File: config.mk
export PLATFORM = sky130hd
export DESIGN_NAME = fifo_access_scheduler
export DESIGN_NICKNAME = d
export VERILOG_FILES = /design/src/rtl/fifo_access_scheduler.sv
export SDC_FILE = /design/constraint.sdc
export NUM_CORES = 1
export LEC_CHECK = 0
export ABC_AREA = 1
export CORE_AREA = 5 5 59 61
export CTS_CLUSTER_DIAMETER = 60
export CTS_CLUSTER_SIZE = 20
export DETAILED_ROUTE_END_ITERATION = 16
export DIE_AREA = 0 0 64 66
export GPL_TIMING_DRIVEN = 0
export PLACE_DENSITY = 0.84
export SLEW_MARGIN = 20
export SYNTH_ARGS = -nofsm -noshare
export SYNTH_HDL_FRONTEND = slang
export SYNTH_SLANG_ARGS = --single-unit
export TNS_END_PERCENT = 20
File: constraint.sdc
create_clock -name clk -period 3.11 [get_ports clk]
set_input_delay 0.4665 -clock clk [delete_from_list [all_inputs] [get_ports clk]]
set_output_delay 0.4665 -clock clk [all_outputs]
set_load 0.01 [all_outputs]
File: src/rtl/fifo_access_scheduler.sv
// Arbitrates NUM_REQ write requesters and one reader onto a single-port FIFO.
// Reads and writes alternate when both are pending; writers are served round-robin.
module fifo_access_scheduler #(
  parameter int NUM_REQ    = 4,
  parameter int DATA_WIDTH = 8,
  parameter int DEPTH      = 8,
  localparam int GW        = (NUM_REQ > 1) ? $clog2(NUM_REQ) : 1,
  localparam int CW        = $clog2(DEPTH) + 1
) (
  input  logic                          clk,
  input  logic                          reset_n,
  input  logic [NUM_REQ-1:0]            req_valid,
  input  logic [NUM_REQ*DATA_WIDTH-1:0] req_data,
  output logic [NUM_REQ-1:0]            req_ready,
  input  logic                          rd_req,
  output logic                          fifo_wr_en,
  output logic [DATA_WIDTH-1:0]         fifo_wr_data,
  output logic                          fifo_rd_en,
  output logic                          rd_data_valid,
  output logic [GW-1:0]                 grant_id,
  output logic [CW-1:0]                 count,
  output logic                          full,
  output logic                          empty
);

  typedef enum logic {OP_RD = 1'b0, OP_WR = 1'b1} op_e;

  logic [CW-1:0] count_q, count_d;
  logic [GW-1:0] rr_ptr_q, rr_ptr_d;
  logic [GW-1:0] grant_q, grant_d;
  op_e           last_op_q, last_op_d;
  logic          rd_vld_q;

  logic          rd_cand, wr_cand, issue_wr, issue_rd;
  logic          win_found;
  logic [GW-1:0] win_idx, cand_idx;

  assign full  = (count_q == CW'(DEPTH));
  assign empty = (count_q == '0);

  assign rd_cand = rd_req && !empty;
  assign wr_cand = (|req_valid) && !full;

  // Gating with reset_n keeps strobes quiet while reset is held.
  assign issue_wr = reset_n && wr_cand && (!rd_cand || last_op_q == OP_RD);
  assign issue_rd = reset_n && rd_cand && (!wr_cand || last_op_q == OP_WR);

  always_comb begin
    win_found = 1'b0;
    win_idx   = '0;
    cand_idx  = '0;
    for (int k = 1; k <= NUM_REQ; k++) begin
      cand_idx = GW'((int'(rr_ptr_q) + k) % NUM_REQ);
      if (!win_found && req_valid[cand_idx]) begin
        win_found = 1'b1;
        win_idx   = cand_idx;
      end
    end
  end

  always_comb begin
    req_ready    = '0;
    fifo_wr_data = '0;
    for (int i = 0; i < NUM_REQ; i++) begin
      if (issue_wr && win_found && win_idx == GW'(i)) begin
        req_ready[i] = 1'b1;
        fifo_wr_data = req_data[i*DATA_WIDTH +: DATA_WIDTH];
      end
    end
  end

  assign fifo_wr_en = |(req_valid & req_ready);
  assign fifo_rd_en = issue_rd;

  always_comb begin
    count_d   = count_q;
    rr_ptr_d  = rr_ptr_q;
    grant_d   = grant_q;
    last_op_d = last_op_q;
    if (fifo_wr_en) begin
      count_d   = count_q + CW'(1);
      rr_ptr_d  = win_idx;
      grant_d   = win_idx;
      last_op_d = OP_WR;
    end else if (fifo_rd_en) begin
      count_d   = count_q - CW'(1);
      last_op_d = OP_RD;
    end
  end

  always_ff @(posedge clk or negedge reset_n) begin
    if (!reset_n) begin
      count_q   <= '0;
      rr_ptr_q  <= GW'(NUM_REQ - 1);
      grant_q   <= '0;
      last_op_q <= OP_RD;
      rd_vld_q  <= 1'b0;
    end else begin
      count_q   <= count_d;
      rr_ptr_q  <= rr_ptr_d;
      grant_q   <= grant_d;
      last_op_q <= last_op_d;
      rd_vld_q  <= fifo_rd_en;
    end
  end

  assign grant_id      = grant_q;
  assign count         = count_q;
  assign rd_data_valid = rd_vld_q;

endmodule
# == Word-level counts from Yosys, hierarchy flattened ==
# Index checks and enable logic that the tools add are counted.
# W data, S select, Z words.
# totals
inputBits,39
wordCells,77
regBits,10
out_inout_bits,23
# classes
addsub,6
bitwise_logic,2
n_eq_ne,4
order_cmp,4
n_reduce_logical,28
n_mux,28
# ops
operator,n
$mux W8,4
$logic_and A1 B1 Y1,14
$mux W1,14
$lt A2 B3 Y1 const B,4
$bmux W1 S2,4
$mux W2,4
$mux W4,2
$reduce_or A4 Y1,2
$logic_not A1 Y1,7
$add A2 B1 Y2 const B,2
$add A2 B2 Y2 const B,2
$add A4 B1 Y4 const B,1
$and A4 B4 Y4,1
$eq A2 B2 Y1 const B,2
$eq A4 B4 Y1 const B,1
$logic_not A4 Y1,1
$sub A4 B1 Y4 const B,1
$eq A2 B1 Y1 const B,1
$logic_not A2 Y1,1
$logic_or A1 B1 Y1,2
$reduce_bool A2 Y1,1
$not A1 Y1,1

# == Logic depth before layout (Yosys ltp) ==
# Gate-level depths: netlist of the first run.
# logic_depth
word_depth,19
ltp_mapped,17
ltp_nobuf,16

# == Worst setup path after synthesis of the first run ==
# Ideal clock, no wire load.
# synth_path
path_kind,register to output
startpoint,register rr_ptr_q[0]
endpoint,output req_ready[0]
t_required_ns,2.643
path_buffers,3
path_stages_with_launch,13
arrival_ns,1.798
path_slack_ns,0.846
path_cell_list,dfstp_2 -> buf_6 -> inv_2 -> buf_6 -> nand2_1 -> nand2_1 -> nand2_2 -> a21boi_2 -> nand2_1 -> inv_1 -> nand2_1 -> buf_4 -> nor3_1
# synth_via
elab_chain_cells,16
word_cells_on_any_way,30
cone_classes,add/sub: 4; mux: 17; reduce/logical: 9
# synth_lines
item,line_no,text
start: declaration,29,"logic [GW-1:0] rr_ptr_q, rr_ptr_d;"
start signal: assignment,94,rr_ptr_q <= GW'(NUM_REQ - 1);
start signal: assignment,100,rr_ptr_q <= rr_ptr_d;
$add A2 B1 Y2,53,cand_idx = GW'((int'(rr_ptr_q) + k) % NUM_REQ);
$bmux W1 S2,54,if (!win_found && req_valid[cand_idx]) begin
$mux W1 (implied by the code),54,
$mux W1,54,
$logic_not A1 Y1,54,
$logic_and A1 B1 Y1,54,
$mux W1,54,
$logic_not A1 Y1,54,
$logic_and A1 B1 Y1,54,
$mux W1,54,
$logic_not A1 Y1,54,
$logic_and A1 B1 Y1,54,
$mux W2 / $mux W1 (equally long branches),54,
$logic_not A2 Y1 / $logic_and A1 B1 Y1 (equally long branches),65,if (issue_wr && win_found && win_idx == GW'(i)) begin
$logic_and A1 B1 Y1 (*),65,
$mux W1 (*),65,
end: declaration,14,"output logic [NUM_REQ-1:0] req_ready,"
# Mark *: on every way between the ends. The rest lies on a longest branch, timed or not. The select of a mux whose other input is x is not followed.

# == Worst setup path in the final report of the first run ==
# layout_path
startpoint,register rr_ptr_q[0]
endpoint,output fifo_wr_data[4]
# layout_via
elab_chain_cells,19
word_cells_on_any_way,39
cone_classes,add/sub: 4; eq/ne: 3; mux: 20; reduce/logical: 12
# layout_lines
item,line_no,text
$add A2 B1 Y2,53,
$bmux W1 S2,54,
$mux W1 (implied by the code),54,
$mux W1,54,
$logic_not A1 Y1,54,
$logic_and A1 B1 Y1,54,
$mux W1,54,
$logic_not A1 Y1,54,
$logic_and A1 B1 Y1,54,
$mux W1,54,
$logic_not A1 Y1,54,
$logic_and A1 B1 Y1,54,
$mux W2 / $mux W1 (equally long branches),54,
$logic_not A2 Y1 / $logic_and A1 B1 Y1 (equally long branches),65,
$logic_and A1 B1 Y1,65,
$mux W8 (3 in a row),65,
$mux W8 (*),65,
end: declaration,17,"output logic [DATA_WIDTH-1:0] fifo_wr_data,"
# Marks and branches as above.

==> impl_metrics.py, run 1 <==
metrics = {
    "status": {
        "status": "complete, no violations",
    },
    "die": {
        "fp.dieW_um": 64,
        "fp.dieArea_mm2": 0.00422,
        "die_y_um": 66,
        "num_rows": 20,
        "floorplan.core_area_mm2": 0.00293,
        "initial_core_utilization_pct": 40.4,
        "ioPinCount": 62,
    },
    "worst_setup_path": {
        "critPathArrivalTime_ps": 2560,
        "worstPathMaxFanout": 10,
        "path_cells": "buf_6, inv_2, buf_6, nand2_2, nand2_2, nand2_4, nand2_2, nand2_1, nand2_1, nand2_1, nand3_2, buf_8, nor2_8, buf_4, nand3_1, nand4_1, dlygate4sd2_1",
        "setup.worst_path.class": "register to primary output",
        "crit_required_ps": 2640,
        "cp-start-kind": "register",
        "worst_path_max_delay_cell": "dfstp_2",
        "critical-path-max-stage-delay_ps": 530,
        "worst_setup_path_end_kind": "primary output",
    },
    "min_path": {
        "hold_class": "primary input to asynchronous set/reset pin",
    },
    "clocking": {
        "cts_buffers": 3,
        "cts.htree.levels": 1,
        "numClockSinks": 10,
        "cts_tree": "done",
        "worstSkewPairLatency_ps": 280,
        "clock-root-buffer": "clkbuf_4",
        "clk_transition_reported_paths_ps": 70,
        "clk_path_buf_depth": 2,
    },
    "synth": {
        "average_cell_area_after_synthesis_um2": 6.47,
        "synth.yosys.seq_area_share_pct": 21.4,
        "synth_nets": 223,
        "mappedNetlistArea_mm2": 0.00118,
        "synthesis.instances": 183,
        "ys_warn_count": 0,
        "synthDistinctLibCells": 28,
        "yosys_register_bits": 10,
    },
    "run": {
        "cap_violations": 0,
    },
    "global_routing": {
        "grt_pass1_wl_um": 6350,
        "grt_usage_pct": 18.2,
        "first_global_vias": 1380,
        "globalRouteOverflowTotal": 0,
        "grt_max_degree": 13,
        "grt_antenna_before_repair": 0,
    },
    "routing": {
        "vias_per_cell": 5.35,
        "detail_route.wirelength_um": 3800,
        "detailroute.via_count": 1513,
        "detail_route.drc_violations": 0,
        "antenna_left": 0,
        "first_iter_violations": 136,
        "avgRoutedWirePerCell_um": 13.4,
        "drtPass1Iterations": 4,
    },
    "place": {
        "detailed_place_hpwl_um": 2920,
        "placedInstanceArea_mm2": 0.00184,
        "gp_congestion": 0.809,
        "io_buffer_count": 61,
        "placed_cells_incl_taps": 277,
    },
    "finish": {
        "postLayoutCellArea_mm2": 0.00186,
        "fin_cells": 283,
        "num-nets-final": 291,
        "diodes": 0,
        "post_route_cells_drive_above_1_share_pct": 18.4,
        "area_delta_synth_final_pct": 57.2,
    },
    "timing": {
        "worst-slew-pin-transition_ps": 578,
        "setup_viol": 0,
        "rsz_0062_raised_after_global_routing": "yes",
        "final_period_minus_worst_setup_slack_ps": 3030,
        "slew_headroom_pct": 61.1,
        "finalHoldViolations": 0,
        "layout_worst_path_cycle_share_pct": 97.5,
        "fin_skew_ps": 1.67,
        "timing.final.max_slew_violations": 0,
        "max_clock_freq_mhz": 330,
    },
    "power_and_ir_drop": {
        "p_leak_uw": 0.000920,
        "vdd.ir_drop.worst_mv": 0.739,
        "p_per_area_mw_per_mm2": 1150,
    },
}
## state kept, by name (all words and copies together), names as in the netlist
| signal | count |
|---|---|
| grant_id | 2 |
| rr_ptr_q | 2 |
| count | 4 |
| rd_data_valid | 1 |
| last_op_q | 1 |
## repair_timing
action	CTS	global route
hold buffers	0	0
resized for setup	14	19
endpoints found under the setup margin	12	10
setup buffers	0	2
pin swaps	1	3
## stage by stage
| step | total power [uW] | setup slack (ps) | hold WS, ps | setup TNS, ps | util, % |
|---|---|---|---|---|---|
| floorplan | 1430 | 846 | 171 | 0 | - |
| global placement | 2010 | -217 | 475 | -1860 | 62.7 |
| detailed placement | 2040 | -253 | 471 | -2010 | 62.7 |
| CTS | 2110 | -79.1 | 260 | -79.1 | 63.6 |
| global route | 2340 | -116 | 280 | -116 | 63.5 |
| finish | 2130 | 78.6 | 258 | 0 | 63.5 |
## worst paths after layout
path / slack, ps / endpoint / cells past startpoint / start
max in group asynchronous: 2490 / rr_ptr_q[0]$_DFFE_PN1P_ / 1 / reset_n
hold reg to reg: 490 / grant_id[0]$_DFFE_PN0P_ / 2 / grant_id[0]$_DFFE_PN0P_
setup / recovery: 80 / fifo_wr_data[4] / 17 / rr_ptr_q[0]$_DFFE_PN1P_
min in group clk: 490 / grant_id[0]$_DFFE_PN0P_ / 2 / grant_id[0]$_DFFE_PN0P_
setup reg to reg: 910 / count[2]$_DFFE_PN0P_ / 16 / count[2]$_DFFE_PN0P_
hold / removal: 260 / count[0]$_DFFE_PN0P_ / 1 / reset_n
## cell type report
class | count | area, um^2
Clock buffer | 4 | 36.3
Inverter | 19 | 71.3
Timing Repair Buffer | 63 | 588
Multi-Input combinational cell | 143 | 777
Tap cell | 33 | 41.3
Sequential cell | 10 | 253
Buffer | 11 | 93.8
Fill cell | 259 | 1070
## layout by cell type (no fill, tap or decap), types with 2 or more instances in the layout
cell             instances
buf_6                    3
clkdlybuf4s50_1         48
nor2_4                   3
inv_2                    3
dfrtp_1                  8
nand2_2                  9
nor3_1                   2
buf_4                    6
o21ai_0                  5
nand3_1                 20
clkbuf_4                 3
clkbuf_2                 9
dfstp_2                  2
xor2_1                   2
nor2_1                   9
inv_1                   16
nand2_1                 46
nand4_1                 36
dlygate4sd2_1            4
## routing by layer
layer / up-vias / part of all wire (%) / global-route usage, %
met5: - / 0 / 0
met4: 0 / 0.92 / 5.45
met3: 3 / 5.7 / 3.06
met2: 51 / 51 / 30.8
met1: 689 / 42 / 23.5
li1: 770 / - / -
## power by group
group | internal [uW] | switching [uW] | leakage, uW
logic | 709 | 1050 | 0.000781
clock network | 71.3 | 52.4 | 0.0000210
registers | 201 | 50.0 | 0.000118
## Yosys cell counts
library cell / instances / share of area, %
nand2_4: 1 / 0.95
nand3_1: 20 / 8.5
inv_1: 16 / 5.1
o22ai_1: 1 / 0.53
ha_1: 1 / 1.1
nand3_2: 1 / 0.85
nor2_1: 9 / 2.9
a21oi_1: 1 / 0.42
nor2_2: 2 / 1.1
nor2_4: 2 / 1.9
nor3_1: 2 / 0.85
nand2_2: 9 / 4.8
buf_6: 4 / 3.8
nand3b_1: 1 / 0.63
dfstp_2: 2 / 4.4
clkbuf_1: 2 / 0.63
xor2_1: 2 / 1.5
inv_2: 3 / 0.95
o21ai_0: 5 / 2.1
dfrtp_1: 8 / 17
buf_2: 1 / 0.42
buf_4: 4 / 2.5
o211ai_1: 1 / 0.63
nor2_8: 1 / 1.7
nand2_1: 46 / 15
nand4_1: 36 / 19
o21ai_1: 1 / 0.42
a21boi_2: 1 / 0.95
## worst max-delay path: cells and delay by family, from the launching register on
kind	cells	cell delay [ps]
buffers and inverters	6	880
and+or+nand+nor	11	860
DFF	1	530
## cells by family after synthesis
logic type | Yosys count | share of synthesized area (%)
compound gates | 10 | 5.07
flops | 10 | 21.4
xor+xnor | 2 | 1.48
simple gates | 130 | 57.6
buf+inv | 30 | 13.4
fa+ha+maj | 1 | 1.06
Power figures use the tool's default switching activity.
==> run 2: changes to the inputs <==
- CAP_MARGIN: not set -> 0
- CORE_AREA: 5 5 59 61 -> 2 2 56 58
- DIE_AREA: 0 0 64 66 -> 0 0 58 60
- REMOVE_ABC_BUFFERS: not set -> 1
==> impl_metrics.py, run 2 (same netlist as run 1, synthesis figures left out) <==
metrics = {
    "power_and_ir_drop": {
        "cellInternalPower_uw": 962,
        "seq_power_share_pct": 11.9,
        "pwr-share-clk_pct": 5.4,
        "part_of_the_total_power_dissipated_in_combinational_logic_pct": 82.7,
        "p_per_area_mw_per_mm2": 1140,
        "p_leak_uw": 0.000943,
        "netSwitchingPower_uw": 1230,
        "fin_total_pwr_uw": 2190,
        "vdd.ir_drop.worst_mv": 1.16,
        "netSwitchingFraction_pct": 56.2,
    },
    "global_routing": {
        "grt_pass1_wl_um": 5910,
        "grt_max_degree": 21,
        "globalRouteOverflowTotal": 0,
        "grt_antenna_before_repair": 0,
        "grt_usage_pct": 21.0,
        "first_global_vias": 1389,
    },
    "timing": {
        "fin_skew_ps": 0.606,
        "final_worst_slack_ps": 125,
        "max_clock_freq_mhz": 335,
        "totalNegativeSetupSlack_ps": 0,
        "slew_headroom_pct": 62.6,
        "layout_worst_path_cycle_share_pct": 96.0,
        "worst-slew-pin-transition_ps": 555,
        "setup_viol": 0,
        "final_period_minus_worst_setup_slack_ps": 2990,
        "timing.final.max_slew_violations": 0,
        "finalHoldViolations": 0,
        "rsz_0062_raised_after_global_routing": "yes",
    },
    "routing": {
        "avgRoutedWirePerCell_um": 13.3,
        "vias_per_cell": 5.54,
        "detail_route.drc_violations": 0,
        "detail_route.wirelength_um": 3750,
        "drtPass1Iterations": 4,
        "detailroute.via_count": 1556,
        "antenna_left": 0,
        "first_iter_violations": 68,
    },
    "clocking": {
        "cts_tree": "done",
        "clock-root-buffer": "clkbuf_4",
        "clk_path_buf_depth": 2,
        "numClockSinks": 10,
        "cts.htree.levels": 1,
        "worstSkewPairLatency_ps": 260,
        "cts_hold_repair.buffers": 0,
        "clk_transition_reported_paths_ps": 70,
        "cts_buffers": 3,
    },
    "status": {
        "status": "complete, no violations",
    },
    "die": {
        "initial_core_utilization_pct": 40.8,
        "die_y_um": 60,
        "fp.dieArea_mm2": 0.00348,
        "fp.dieW_um": 58,
        "floorplan.core_area_mm2": 0.00290,
        "ioPinCount": 62,
        "num_rows": 20,
    },
    "min_path": {
        "hold_class": "primary input to asynchronous set/reset pin",
    },
    "place": {
        "io_buffer_count": 61,
        "placedInstanceArea_mm2": 0.00175,
        "place_ws_ps": -776,
        "gp_congestion": 0.758,
        "detailed_place_hpwl_um": 2490,
    },
    "finish": {
        "num-nets-final": 289,
        "mostFrequentLayoutCells": "48 x clkdlybuf4s50_1, 42 x nand2_1, 36 x nand4_1, 20 x nand3_1, 15 x inv_1",
        "layout.cells.most_common": "clkdlybuf4s50_1",
        "diodes": 0,
        "utilization_pct": 66.1,
        "area_delta_synth_final_pct": 62.2,
        "post_route_cells_drive_above_1_share_pct": 18.1,
        "largest_register_ffs": 4,
        "postLayoutCellArea_mm2": 0.00192,
    },
    "worst_setup_path": {
        "worstPathMaxFanout": 6,
        "crit_required_ps": 2640,
        "worst_setup_path_end_kind": "primary output",
        "cp-start-kind": "primary input",
        "setup.worst_path.class": "primary input to primary output",
        "critPathArrivalTime_ps": 2520,
    },
    "run": {
        "cap_violations": 0,
    },
}
==> run 2: metrics by stage <==
stage / instances / hold WS, ps
2_1_floorplan: 172 / 171
6_report: 281 / 259
3_5_place_dp: 266 / 476
5_1_grt: 281 / 286
4_1_cts: 281 / 273
3_3_place_gp: 266 / 472
==> run 2: area by class of cell <==
type                            count  area [um^2]
Sequential cell                    10          253
Timing Repair inverter              1         7.51
Timing Repair Buffer               68          661
Inverter                           19         77.6
Multi-Input combinational cell    146          843
Fill cell                         248          983
Tap cell                           33         41.3
Clock buffer                        4         36.3
==> run 2: path summary, 6_finish.rpt <==
path	from	end	slack (ps)	depth (start not counted)
min in group clk	grant_id[0]$_DFFE_PN0P_	grant_id[0]$_DFFE_PN0P_	500	2
worst max register to register	count[2]$_DFFE_PN0P_	count[2]$_DFFE_PN0P_	600	16
worst min-delay path	reset_n	count[1]$_DFFE_PN0P_	260	1
max in group asynchronous	reset_n	rr_ptr_q[1]$_DFFE_PN1P_	2500	1
worst max-delay path	req_valid[3]	fifo_wr_data[4]	120	13
worst min register to register	grant_id[0]$_DFFE_PN0P_	grant_id[0]$_DFFE_PN0P_	500	2
==> run 2: per-layer routing <==
| layer | track usage, % | wire length, um | vias up | part of all wire (%) |
|---|---|---|---|---|
| li1 | - | - | 772 | - |
| met1 | 26.6 | 1660 | 743 | 44 |
| met2 | 39.0 | 1960 | 35 | 52 |
| met3 | 1.30 | 106 | 6 | 2.8 |
| met4 | 4.65 | 22 | 0 | 0.59 |
| met5 | 0 | 0 | - | 0 |
==> run 2: power groups by stage <==
| stage | Clock, uW | Combinational (uW) | Sequential [uW] |
|---|---|---|---|
| after floorplan | 0 | 971 | 275 |
| after global placement | 0 | 1540 | 266 |
| after detailed placement | 0 | 1560 | 265 |
| after CTS | 118 | 1790 | 259 |
| after global routing | 127 | 1970 | 271 |
| final | 117 | 1820 | 262 |
==> run 2: what timing repair did <==
action                                 in CTS  in global routing
pin swaps                                   6                  2
cloned                                      4                  0
gates resized for setup                    20                 12
setup endpoints to repair                  14                 11
setup buffers                               7                  0
endpoints found under the hold margin       0                  0
==> run 2: worst max-delay path, stage by stage <==
cell and delay [ps]:
clkdlybuf4s50_1 520, nand2_1 100, nand2_2 100, nand2_1 100, nand2_2 130, nor2_4 60
nand3b_1 110, buf_4 140, nand3_4 150, nor2_4 200, nand3_1 90, nand4_1 80
dlygate4sd2_1 270
